<file path="config.mk">
export PLATFORM = sky130hd
export DESIGN_NAME = ysyx_22040210_gshare_param_flat
export DESIGN_NICKNAME = d
export VERILOG_FILES = /design/src/rtl/ysyx_22040210_gshare_param_if.sv /design/src/rtl/ysyx_22040210_gshare_param.sv /design/src/flat_wrapper.sv
export SDC_FILE = /design/constraint.sdc
export NUM_CORES = 2
export LEC_CHECK = 0
export CAP_MARGIN = 20
export CORE_ASPECT_RATIO = 0.9
export CORE_MARGIN = 4
export CORE_UTILIZATION = 35
export DETAILED_ROUTE_END_ITERATION = 12
export PLACE_DENSITY_LB_ADDON = 0.1
export SYNTH_ARGS = -nofsm -noshare
export SYNTH_HDL_FRONTEND = slang
export SYNTH_SLANG_ARGS = --single-unit
</file>
<file path="constraint.sdc">
create_clock -name clk -period 25.8 [get_ports clk]
set_clock_uncertainty 0.15 [all_clocks]
set_input_delay 5.16 -clock clk [delete_from_list [all_inputs] [get_ports clk]]
set_output_delay 5.16 -clock clk [all_outputs]
set_load 0.005 [all_outputs]
</file>
<file path="src/rtl/ysyx_22040210_gshare_param_if.sv">
// Bundle of the gshare predictor's lookup, restore and training signals.
// The master modport is the core pipeline side; the slave modport is the predictor.
interface ysyx_22040210_gshare_param_if #(
  parameter int PC_W   = 32,
  parameter int HIST_W = 8,
  parameter int CNT_W  = 2
);
  logic              pred_req_i;
  logic [PC_W-1:0]   pred_pc_i;
  logic              btb_hit_i;
  logic              btb_uncond_i;
  logic              pred_taken_o;
  logic [CNT_W-1:0]  pred_cnt_o;
  logic [HIST_W-1:0] pred_hist_o;
  logic              init_busy_o;
  logic              restore_i;
  logic [HIST_W-1:0] restore_hist_i;
  logic              restore_taken_i;
  logic              upd_valid_i;
  logic [PC_W-1:0]   upd_pc_i;
  logic [HIST_W-1:0] upd_hist_i;
  logic              upd_taken_i;

  modport master (
    output pred_req_i, pred_pc_i, btb_hit_i, btb_uncond_i,
    output restore_i, restore_hist_i, restore_taken_i,
    output upd_valid_i, upd_pc_i, upd_hist_i, upd_taken_i,
    input  pred_taken_o, pred_cnt_o, pred_hist_o, init_busy_o
  );

  modport slave (
    input  pred_req_i, pred_pc_i, btb_hit_i, btb_uncond_i,
    input  restore_i, restore_hist_i, restore_taken_i,
    input  upd_valid_i, upd_pc_i, upd_hist_i, upd_taken_i,
    output pred_taken_o, pred_cnt_o, pred_hist_o, init_busy_o
  );
endinterface

</file>
<file path="src/rtl/ysyx_22040210_gshare_param.sv">
// Parametrised gshare direction predictor: PC^history indexed PHT of saturating
// counters, post-reset init sweep, and a 2-stage read-modify-write training pipe.
module ysyx_22040210_gshare_param #(
  parameter int PC_W     = 32,
  parameter int IDX_W    = 10,
  parameter int HIST_W   = 8,
  parameter int CNT_W    = 2,
  parameter int INIT_CNT = 1,
  parameter int HASH_EN  = 1
) (
  input  logic clk,
  input  logic rst,
  input  logic stall,
  input  logic flush,
  ysyx_22040210_gshare_param_if.slave bp
);
  localparam logic [0:0] ST_INIT = 1'b0;
  localparam logic [0:0] ST_RUN  = 1'b1;
  localparam int         DEPTH   = 1 << IDX_W;

  function automatic logic [IDX_W-1:0] idx_of(input logic [PC_W-1:0] pc,
                                               input logic [HIST_W-1:0] h);
    logic [IDX_W-1:0] base;
    base = pc[2 +: IDX_W];
    if (HASH_EN != 0) base = base ^ pc[2+IDX_W +: IDX_W];
    return base ^ IDX_W'(h);
  endfunction

  function automatic logic [CNT_W-1:0] sat_step(input logic [CNT_W-1:0] c, input logic t);
    if (t) return (&c) ? c : c + CNT_W'(1);
    return (|c) ? c - CNT_W'(1) : c;
  endfunction

  logic [CNT_W-1:0]  pht_q [0:DEPTH-1];
  logic [0:0]        state_q, state_d;
  logic [IDX_W-1:0]  sweep_idx_q, sweep_idx_d;
  logic [HIST_W-1:0] hist_q, hist_d;
  logic              u1_valid_q, u1_valid_d, u1_taken_q, u1_taken_d;
  logic [IDX_W-1:0]  u1_idx_q, u1_idx_d;
  logic              u2_valid_q, u2_valid_d;
  logic [IDX_W-1:0]  u2_idx_q, u2_idx_d;
  logic [CNT_W-1:0]  u2_cnt_q, u2_cnt_d;

  logic              run;
  logic [HIST_W-1:0] restore_val, lk_hist;
  logic [CNT_W-1:0]  lk_cnt, u1_cnt;
  logic              pred_taken;
  logic              pht_we;
  logic [IDX_W-1:0]  pht_waddr;
  logic [CNT_W-1:0]  pht_wdata;
  logic              unused_bits;

  assign unused_bits = ^{bp.pred_pc_i, bp.upd_pc_i, bp.restore_hist_i[HIST_W-1]};
  assign run         = (state_q == ST_RUN);
  assign restore_val = {bp.restore_hist_i[HIST_W-2:0], bp.restore_taken_i};

  // Lookup bypasses only the restore load; the speculative shift depends on this
  // very prediction, so it cannot feed back into the same lookup.
  assign lk_hist = bp.restore_i ? restore_val : hist_q;
  assign lk_cnt  = pht_q[idx_of(bp.pred_pc_i, lk_hist)];
  assign pred_taken = run & (lk_cnt[CNT_W-1] | (bp.btb_hit_i & bp.btb_uncond_i));

  assign bp.pred_taken_o = pred_taken;
  assign bp.pred_cnt_o   = run ? lk_cnt : '0;
  assign bp.pred_hist_o  = lk_hist;
  assign bp.init_busy_o  = ~run;

  // U2 result forwarded so back-to-back updates to one entry accumulate.
  assign u1_cnt = (u2_valid_q && (u2_idx_q == u1_idx_q)) ? u2_cnt_q : pht_q[u1_idx_q];

  always_comb begin
    state_d     = state_q;
    sweep_idx_d = sweep_idx_q;
    hist_d      = hist_q;
    if (!run) begin
      sweep_idx_d = sweep_idx_q + IDX_W'(1);
      if (&sweep_idx_q) state_d = ST_RUN;
    end
    if (bp.restore_i)
      hist_d = restore_val;
    else if (run && bp.pred_req_i && bp.btb_hit_i && !stall && !flush)
      hist_d = {hist_q[HIST_W-2:0], pred_taken};
    u1_valid_d = run & bp.upd_valid_i;
    u1_idx_d   = idx_of(bp.upd_pc_i, bp.upd_hist_i);
    u1_taken_d = bp.upd_taken_i;
    u2_valid_d = u1_valid_q;
    u2_idx_d   = u1_idx_q;
    u2_cnt_d   = sat_step(u1_cnt, u1_taken_q);
  end

  always_ff @(posedge clk) begin
    if (rst) begin
      state_q     <= ST_INIT;
      sweep_idx_q <= '0;
      hist_q      <= '0;
      u1_valid_q  <= 1'b0;
      u1_idx_q    <= '0;
      u1_taken_q  <= 1'b0;
      u2_valid_q  <= 1'b0;
      u2_idx_q    <= '0;
      u2_cnt_q    <= '0;
    end else begin
      state_q     <= state_d;
      sweep_idx_q <= sweep_idx_d;
      hist_q      <= hist_d;
      u1_valid_q  <= u1_valid_d;
      u1_idx_q    <= u1_idx_d;
      u1_taken_q  <= u1_taken_d;
      u2_valid_q  <= u2_valid_d;
      u2_idx_q    <= u2_idx_d;
      u2_cnt_q    <= u2_cnt_d;
    end
  end

  // Single write port: the init sweep owns it until RUN, then the U2 stage.
  assign pht_we    = !rst && (!run || u2_valid_q);
  assign pht_waddr = run ? u2_idx_q : sweep_idx_q;
  assign pht_wdata = run ? u2_cnt_q : CNT_W'(INIT_CNT);

  always_ff @(posedge clk) begin
    if (pht_we) pht_q[pht_waddr] <= pht_wdata;
  end
endmodule

</file>
<file path="src/flat_wrapper.sv">
// flat-port wrapper written by rule: the top's interface ports become plain ports
module ysyx_22040210_gshare_param_flat 
#(
  parameter int PC_W     = 32,
  parameter int IDX_W    = 10,
  parameter int HIST_W   = 8,
  parameter int CNT_W    = 2,
  parameter int INIT_CNT = 1,
  parameter int HASH_EN  = 1
)
  (clk, rst, stall, flush, bp_pred_req_i, bp_pred_pc_i, bp_btb_hit_i, bp_btb_uncond_i, bp_restore_i, bp_restore_hist_i, bp_restore_taken_i, bp_upd_valid_i, bp_upd_pc_i, bp_upd_hist_i, bp_upd_taken_i, bp_pred_taken_o, bp_pred_cnt_o, bp_pred_hist_o, bp_init_busy_o);
  ysyx_22040210_gshare_param_if #(.PC_W(PC_W), .HIST_W(HIST_W), .CNT_W(CNT_W)) bp_i ();
  input  logic clk;
  input  logic rst;
  input  logic stall;
  input  logic flush;
  input wire logic [$bits(bp_i.pred_req_i)-1:0] bp_pred_req_i;
  input wire logic [$bits(bp_i.pred_pc_i)-1:0] bp_pred_pc_i;
  input wire logic [$bits(bp_i.btb_hit_i)-1:0] bp_btb_hit_i;
  input wire logic [$bits(bp_i.btb_uncond_i)-1:0] bp_btb_uncond_i;
  input wire logic [$bits(bp_i.restore_i)-1:0] bp_restore_i;
  input wire logic [$bits(bp_i.restore_hist_i)-1:0] bp_restore_hist_i;
  input wire logic [$bits(bp_i.restore_taken_i)-1:0] bp_restore_taken_i;
  input wire logic [$bits(bp_i.upd_valid_i)-1:0] bp_upd_valid_i;
  input wire logic [$bits(bp_i.upd_pc_i)-1:0] bp_upd_pc_i;
  input wire logic [$bits(bp_i.upd_hist_i)-1:0] bp_upd_hist_i;
  input wire logic [$bits(bp_i.upd_taken_i)-1:0] bp_upd_taken_i;
  output wire logic [$bits(bp_i.pred_taken_o)-1:0] bp_pred_taken_o;
  output wire logic [$bits(bp_i.pred_cnt_o)-1:0] bp_pred_cnt_o;
  output wire logic [$bits(bp_i.pred_hist_o)-1:0] bp_pred_hist_o;
  output wire logic [$bits(bp_i.init_busy_o)-1:0] bp_init_busy_o;
  assign bp_i.pred_req_i = bp_pred_req_i;
  assign bp_i.pred_pc_i = bp_pred_pc_i;
  assign bp_i.btb_hit_i = bp_btb_hit_i;
  assign bp_i.btb_uncond_i = bp_btb_uncond_i;
  assign bp_i.restore_i = bp_restore_i;
  assign bp_i.restore_hist_i = bp_restore_hist_i;
  assign bp_i.restore_taken_i = bp_restore_taken_i;
  assign bp_i.upd_valid_i = bp_upd_valid_i;
  assign bp_i.upd_pc_i = bp_upd_pc_i;
  assign bp_i.upd_hist_i = bp_upd_hist_i;
  assign bp_i.upd_taken_i = bp_upd_taken_i;
  assign bp_pred_taken_o = bp_i.pred_taken_o;
  assign bp_pred_cnt_o = bp_i.pred_cnt_o;
  assign bp_pred_hist_o = bp_i.pred_hist_o;
  assign bp_init_busy_o = bp_i.init_busy_o;
  ysyx_22040210_gshare_param #(.PC_W(PC_W), .IDX_W(IDX_W), .HIST_W(HIST_W), .CNT_W(CNT_W), .INIT_CNT(INIT_CNT), .HASH_EN(HASH_EN)) u_core (.clk(clk), .rst(rst), .stall(stall), .flush(flush), .bp(bp_i));
endmodule
</file>
# [Word-level counts from Yosys, hierarchy flattened]
# Memories as Yosys holds them, arrays and structs flattened. A register that Yosys moved wholly into a read port is not among the register bits.
# Cells that the tools add are included.
[word_totals] latchBits=0 word_cells=55 n_memories=1 ramBits=2048 romBits=0 ff_bits=44 out_inout_bits=12
[memory_table] memory="u_core.pht_q" depth=1024 width=2 read_ports=2 rd_clocked_by_memory_dff=1 wr=1 line_no="ysyx_22040210_gshare_param.sv:34" text="logic [CNT_W-1:0] pht_q [0:DEPTH-1];"
[op_classes] shift=0 n_eq_ne=1 mux=17 n_reduce_logical=15 n_lt_le_gt_ge=0 n_bitwise=9 n_div=0 mul=0 n_addsub=3
[op_table] cell="8-bit 2-to-1 mux" count=3
[op_table] cell="10-bit 2-to-1 mux" count=2
[op_table] cell="10-bit XOR" count=2
[op_table] cell="10-bit by 8-bit XOR with 10-bit output" count=2
[op_table] cell="2-bit 2-to-1 mux" count=7
[op_table] cell="10-bit by 1-bit adder with 10-bit output (second input constant)" count=1
[op_table] cell="10-bit == test" count=1
[op_table] cell="10-bit AND reduction" count=1
[op_table] cell="1-bit logical AND" count=6
[op_table] cell="1-bit 2-to-1 mux" count=5
[op_table] cell="1-bit logical NOT" count=4
[op_table] cell="1-bit bitwise AND" count=3
[op_table] cell="2-bit by 1-bit adder with 2-bit output (second input constant)" count=1
[op_table] cell="2-bit AND reduction" count=1
[op_table] cell="2-bit nonzero test" count=1
[op_table] cell="2-bit OR reduction" count=1
[op_table] cell="2-bit by 1-bit subtractor with 2-bit output (second input constant)" count=1
[op_table] cell="1-bit logical OR" count=1
[op_table] cell="1-bit inverter" count=1
[op_table] cell="1-bit bitwise OR" count=1

# [Logic depth before layout (Yosys ltp)]
[logic_depth] word_depth=7 depth_mapped=17 depth_no_buf=11

# [Least setup slack after synthesis]
# No wires, ideal clock.
[synth_timing] kind="reg2reg" startpoint="register u_core.state_q (netlist: u_core.run)" endpoint="memory u_core.pht_q[0][1] (data pin)" slack_ns=8.536 setup_ns=2.867 period_less_slack_ns=17.264 t_arrival_ns=14.247 t_required_ns=22.783 path_stages_with_launch=6 path_cell_list="dfxtp_1 clkbuf_1 clkbuf_1 clkbuf_1 buf_1 and2_1"
[synth_via] elab_chain_len=1
[synth_lines] item="from (decl)" line_no="ysyx_22040210_gshare_param.sv:35" text="logic [0:0] state_q, state_d;"
[synth_lines] item="from (signal assigned)" line_no="ysyx_22040210_gshare_param.sv:103" text="state_q <= state_d;"
[synth_lines] item="2-bit 2-to-1 mux" line_no="ysyx_22040210_gshare_param.sv:118" text="assign pht_wdata = run ? u2_cnt_q : CNT_W'(INIT_CNT);"
[synth_lines] item="net u_core.pht_wdata[1]" line_no="ysyx_22040210_gshare_param.sv:50" text="logic [CNT_W-1:0] pht_wdata;"
[synth_lines] item="to (decl)" line_no="ysyx_22040210_gshare_param.sv:34"
# The timed path passes the listed nets, and every way through them passes these cells.

# [Worst setup path in the final report]
[layout_timing] startpoint="input port bp_restore_i" endpoint="output port bp_pred_taken_o"
[layout_via] elab_chain_len=5
[layout_lines] item="from (decl)" line_no="flat_wrapper.sv:21" text="input wire logic [$bits(bp_i.restore_i)-1:0] bp_restore_i;"
[layout_lines] item="8-bit 2-to-1 mux" line_no="ysyx_22040210_gshare_param.sv:59" text="assign lk_hist = bp.restore_i ? restore_val : hist_q;"
[layout_lines] item="10-bit by 8-bit XOR with 10-bit output" line_no="ysyx_22040210_gshare_param.sv:26" text="return base ^ IDX_W'(h);"
[layout_lines] item="memory 1024 x 2 bit"
[layout_lines] item="1-bit bitwise OR" line_no="ysyx_22040210_gshare_param.sv:61" text="assign pred_taken = run & (lk_cnt[CNT_W-1] | (bp.btb_hit_i & bp.btb_uncond_i));"
[layout_lines] item="1-bit bitwise AND" line_no="ysyx_22040210_gshare_param.sv:61"
[layout_lines] item="to (decl)" line_no="flat_wrapper.sv:28" text="output wire logic [$bits(bp_i.pred_taken_o)-1:0] bp_pred_taken_o;"
# No other way between the ends.

==> flow_metrics.env <==
export IMPL_via_count=69320
export IMPL_max_vdd_ir_drop_v=0.00005412
export IMPL_cp_common_cell="buf_4"
export IMPL_route_detailed_drc=0
export IMPL_startpoint="bp_restore_i"
export IMPL_initial_utilization=0.3516
export IMPL_die_area_um2=304500
export IMPL_yosys_area_top_type="edfxtp_1"
export IMPL_crit_type="in2out"
export IMPL_setup_ws_ns=7.635
export IMPL_endpoint_kind="output port"
export IMPL_synthAdderAreaFrac=0.0002176
export IMPL_post_place_ws_ns=7.723
export IMPL_synth_cells=7157
export IMPL_cp_slowest_stage_delay_ns=0.98
export IMPL_cts_root_buffer="clkbuf_16"
export IMPL_place_area_um2=108700
export IMPL_clk_pin_slew_ns=0.06
export IMPL_fp_dieH_um=523.9
export IMPL_dp_hpwl_um=256200
export IMPL_worst_pin_slew_ns=1.228
export IMPL_synth_simple_area_share=0.1105
export IMPL_synth_common_cells="edfxtp_1, nor2_1, nand2_1, mux4_2, nand3_1"
export IMPL_clkLatencyLatePin_ns=0.91
export IMPL_synth_flop_cell="edfxtp_1"
export IMPL_synth_edf_count=2048
export IMPL_clock_sinks=2092
export IMPL_p_total_uw=8696
export IMPL_ys_warn_count=0
export IMPL_synth_compound_area_frac=0.03527
export IMPL_endpoint="bp_pred_taken_o"
export IMPL_yosys_cell_types_count=84
export IMPL_rsz0062_at_grt="false"
export IMPL_drive_gt1_frac=0.2052
export IMPL_regToRegStartpoint="u_core.u1_idx_q[1]"
export IMPL_setup_tns_ns=0
export IMPL_synth_top_area_share=0.5941
export IMPL_cp_slowest_cell="a211oi_1"
export IMPL_firstDrtPassIters=10
export IMPL_post_drt_wl_per_cell_um=37.27
export IMPL_n_fill_cell=27360
export IMPL_grt_antenna_before_repair=31
export IMPL_drt_initial_drc_count=9642
export IMPL_drv_cap=0
export IMPL_grt_usage=0.2677
export IMPL_final_nets=7190
export IMPL_cp_required_ns=20.49
export IMPL_reg2reg_slack_ns=18.89
export IMPL_netlist_area_um2=103500
export IMPL_placement_io_buffers=77
export IMPL_max_clock_path_buffers=4
export IMPL_slew_headroom=0.1816
export IMPL_rows=189
export IMPL_fin_crit_ns=18.17
export IMPL_overflow=0
export IMPL_synthMostInstantiatedCell="edfxtp_1"
export IMPL_cts_buffers=239
export IMPL_place_gp_congestion=0.8767
export IMPL_start_kind="primary input"
export IMPL_tritoncts="built"
export IMPL_use_met3=0.05635
export IMPL_p_leak_uw=0.03591
export IMPL_seq_area_um2=62390
export IMPL_core_area_um2=294400
export IMPL_grt_busiest_layer="met2"
export IMPL_clock_fmax_mhz=55.05
export IMPL_synth_seq_area_share=0.6026
export IMPL_path_max_fanout=61
export IMPL_grt_max_degree=225
export IMPL_drv_slew=0
export IMPL_synthArstFlopShare=0
export IMPL_met1_usage=0.3789
export IMPL_routed_wl_um=417700
export IMPL_area_growth_pct=12.33
export IMPL_status="finished clean"
export IMPL_grt_pass1_vias=68170
export IMPL_antenna_left=0
export IMPL_drt_vias_per_instance=6.185
export IMPL_cts_max_level=4
export IMPL_fin_crit_sh=0.7041
export IMPL_cp_arrival_ns=12.86
export IMPL_cts_repair_resized=0
export IMPL_holdWs_ns=0.3569
export IMPL_ios=103
export IMPL_setup_viol=0
export IMPL_reg2reg_to="u_core.u2_cnt_q[0]"
export IMPL_synth_nets=7249
export IMPL_worstHoldPathType="reg2reg"
export IMPL_synthMuxAreaShare=0.2131
export IMPL_multi_input_area_um2=38460
export IMPL_ys_seq_elements=2092
export IMPL_hold_depth=2
export IMPL_synthTopCellsByArea="edfxtp_1, mux4_2, nor2_1, nand2_1, nand3_1"
export IMPL_grt_pass1_wl_um=570100
export IMPL_post_cts_setup_buffer_count=0
export IMPL_worst_r2r_cell_count=13
export IMPL_synth_avg_cell_area_um2=14.46
export IMPL_use_met2=0.4192
export IMPL_hold_viol=0
export IMPL_powerDensity_nw_per_um2=74.78
export IMPL_synth_xor_area_share=0.005657
export IMPL_cts_hold_fix_buffers=0
export IMPL_synth_top_family_by_area="multiplexers"
export IMPL_final_area_um2=116300
export IMPL_path_cells="clkdlybuf4s50_1, buf_4, mux2i_1, xnor2_2, buf_12, buf_4, nor2_2, buf_4, nand2_1, a21oi_1, nor4_1, a21oi_1, a211oi_1, a31oi_1, a31o_2, a21oi_2, clkdlybuf4s50_1"
export IMPL_die_w_um=581.3
-- where the power goes --
part | switching (uW) | total, uW | internal [uW] | leakage (uW)
Sequential | 14.5 | 3690 | 3680 | 0.0191
Combinational | 1060 | 1620 | 561 | 0.0131
Clock | 1430 | 3380 | 1950 | 0.00366
Total | 2510 | 8700 | 6190 | 0.0359
-- worst min-delay path by stage --
stage	slack, ns	endpoint	startpoint
after floorplan	0.26	u_core.u2_valid_q	u_core.u1_valid_q
after global placement	0.33	u_core.hist_q[7]	u_core.hist_q[7]
after detailed placement	0.35	u_core.hist_q[7]	u_core.hist_q[7]
after CTS	0.35	u_core.hist_q[7]	u_core.hist_q[7]
after global routing	0.39	u_core.u2_cnt_q[1]	u_core.u1_taken_q
final	0.36	u_core.hist_q[7]	u_core.hist_q[7]
-- cells by family after synthesis --
group	after synthesis
simple gates	2758
flops	2092
mux	1077
buf+inv	652
compound gates	513
xor+xnor	63
fa+ha+maj	2
-- registers in the layout (all words and copies together), names as in the netlist --
| signal | flops |
|---|---|
| u_core.pht_q | 2048 |
| u_core.sweep_idx_q | 10 |
| u_core.u1_idx_q | 10 |
| u_core.u2_idx_q | 10 |
| u_core.hist_q | 8 |
| u_core.u2_cnt_q | 2 |
| u_core.run | 1 |
| u_core.u1_taken_q | 1 |
| u_core.u1_valid_q | 1 |
| u_core.u2_valid_q | 1 |
-- placed cells by master, fill, tap and decap left out, drive strengths merged, types with 10 or more instances in the layout --
cell type / count
a211oi: 11
a21oi: 74
a221oi: 25
a22o: 25
a22oi: 125
a311oi: 25
a31oi: 59
a32oi: 23
and3: 44
buf: 255
bufinv: 25
clkbuf: 293
clkdlybuf4s50: 76
clkinv: 98
dfxtp: 44
edfxtp: 2048
inv: 23
mux2: 21
mux2i: 184
mux4: 872
nand2: 998
nand2b: 10
nand3: 424
nand4: 62
nor2: 1115
nor2b: 20
nor3: 29
nor4: 27
o21ai: 53
o22ai: 25
xnor2: 43
xor2: 20
-- stage by stage --
stage | util | instances
final | 0.3950 | 11210
after global routing | 0.3949 | 11200
after CTS | 0.3946 | 11190
after detailed placement | 0.3691 | 10770
after global placement | 0.3689 | 10760
after floorplan | - | 7157
-- critical path, delay by kind of cell --
family | cells | cell delay [ns]
buffers and inverters | 6 | 2.63
AOI/OAI and AO/OA | 6 | 2.39
and+or+nand+nor | 3 | 1.49
muxes | 1 | 0.68
xor gates and xnor gates | 1 | 0.26
-- cell type report --
| type | instances | area share |
|---|---|---|
| antenna | 8 | 0.0001722 |
| clock buffer | 292 | 0.05368 |
| clock inverter | 135 | 0.01102 |
| inverter | 20 | 0.0006886 |
| multi-input combinational | 4413 | 0.3307 |
| sequential | 2092 | 0.5366 |
| tap | 3915 | 0.04212 |
| timing repair buffer | 332 | 0.02501 |
-- metal layers --
metal | up-vias | share of wire
met4 | 2 | 0.030
met3 | 585 | 0.089
met1 | 37270 | 0.43
met2 | 3596 | 0.46
met5 | - | 0.000031
li1 | 27870 | -
Note: power is estimated with default switching activity, not from simulation.
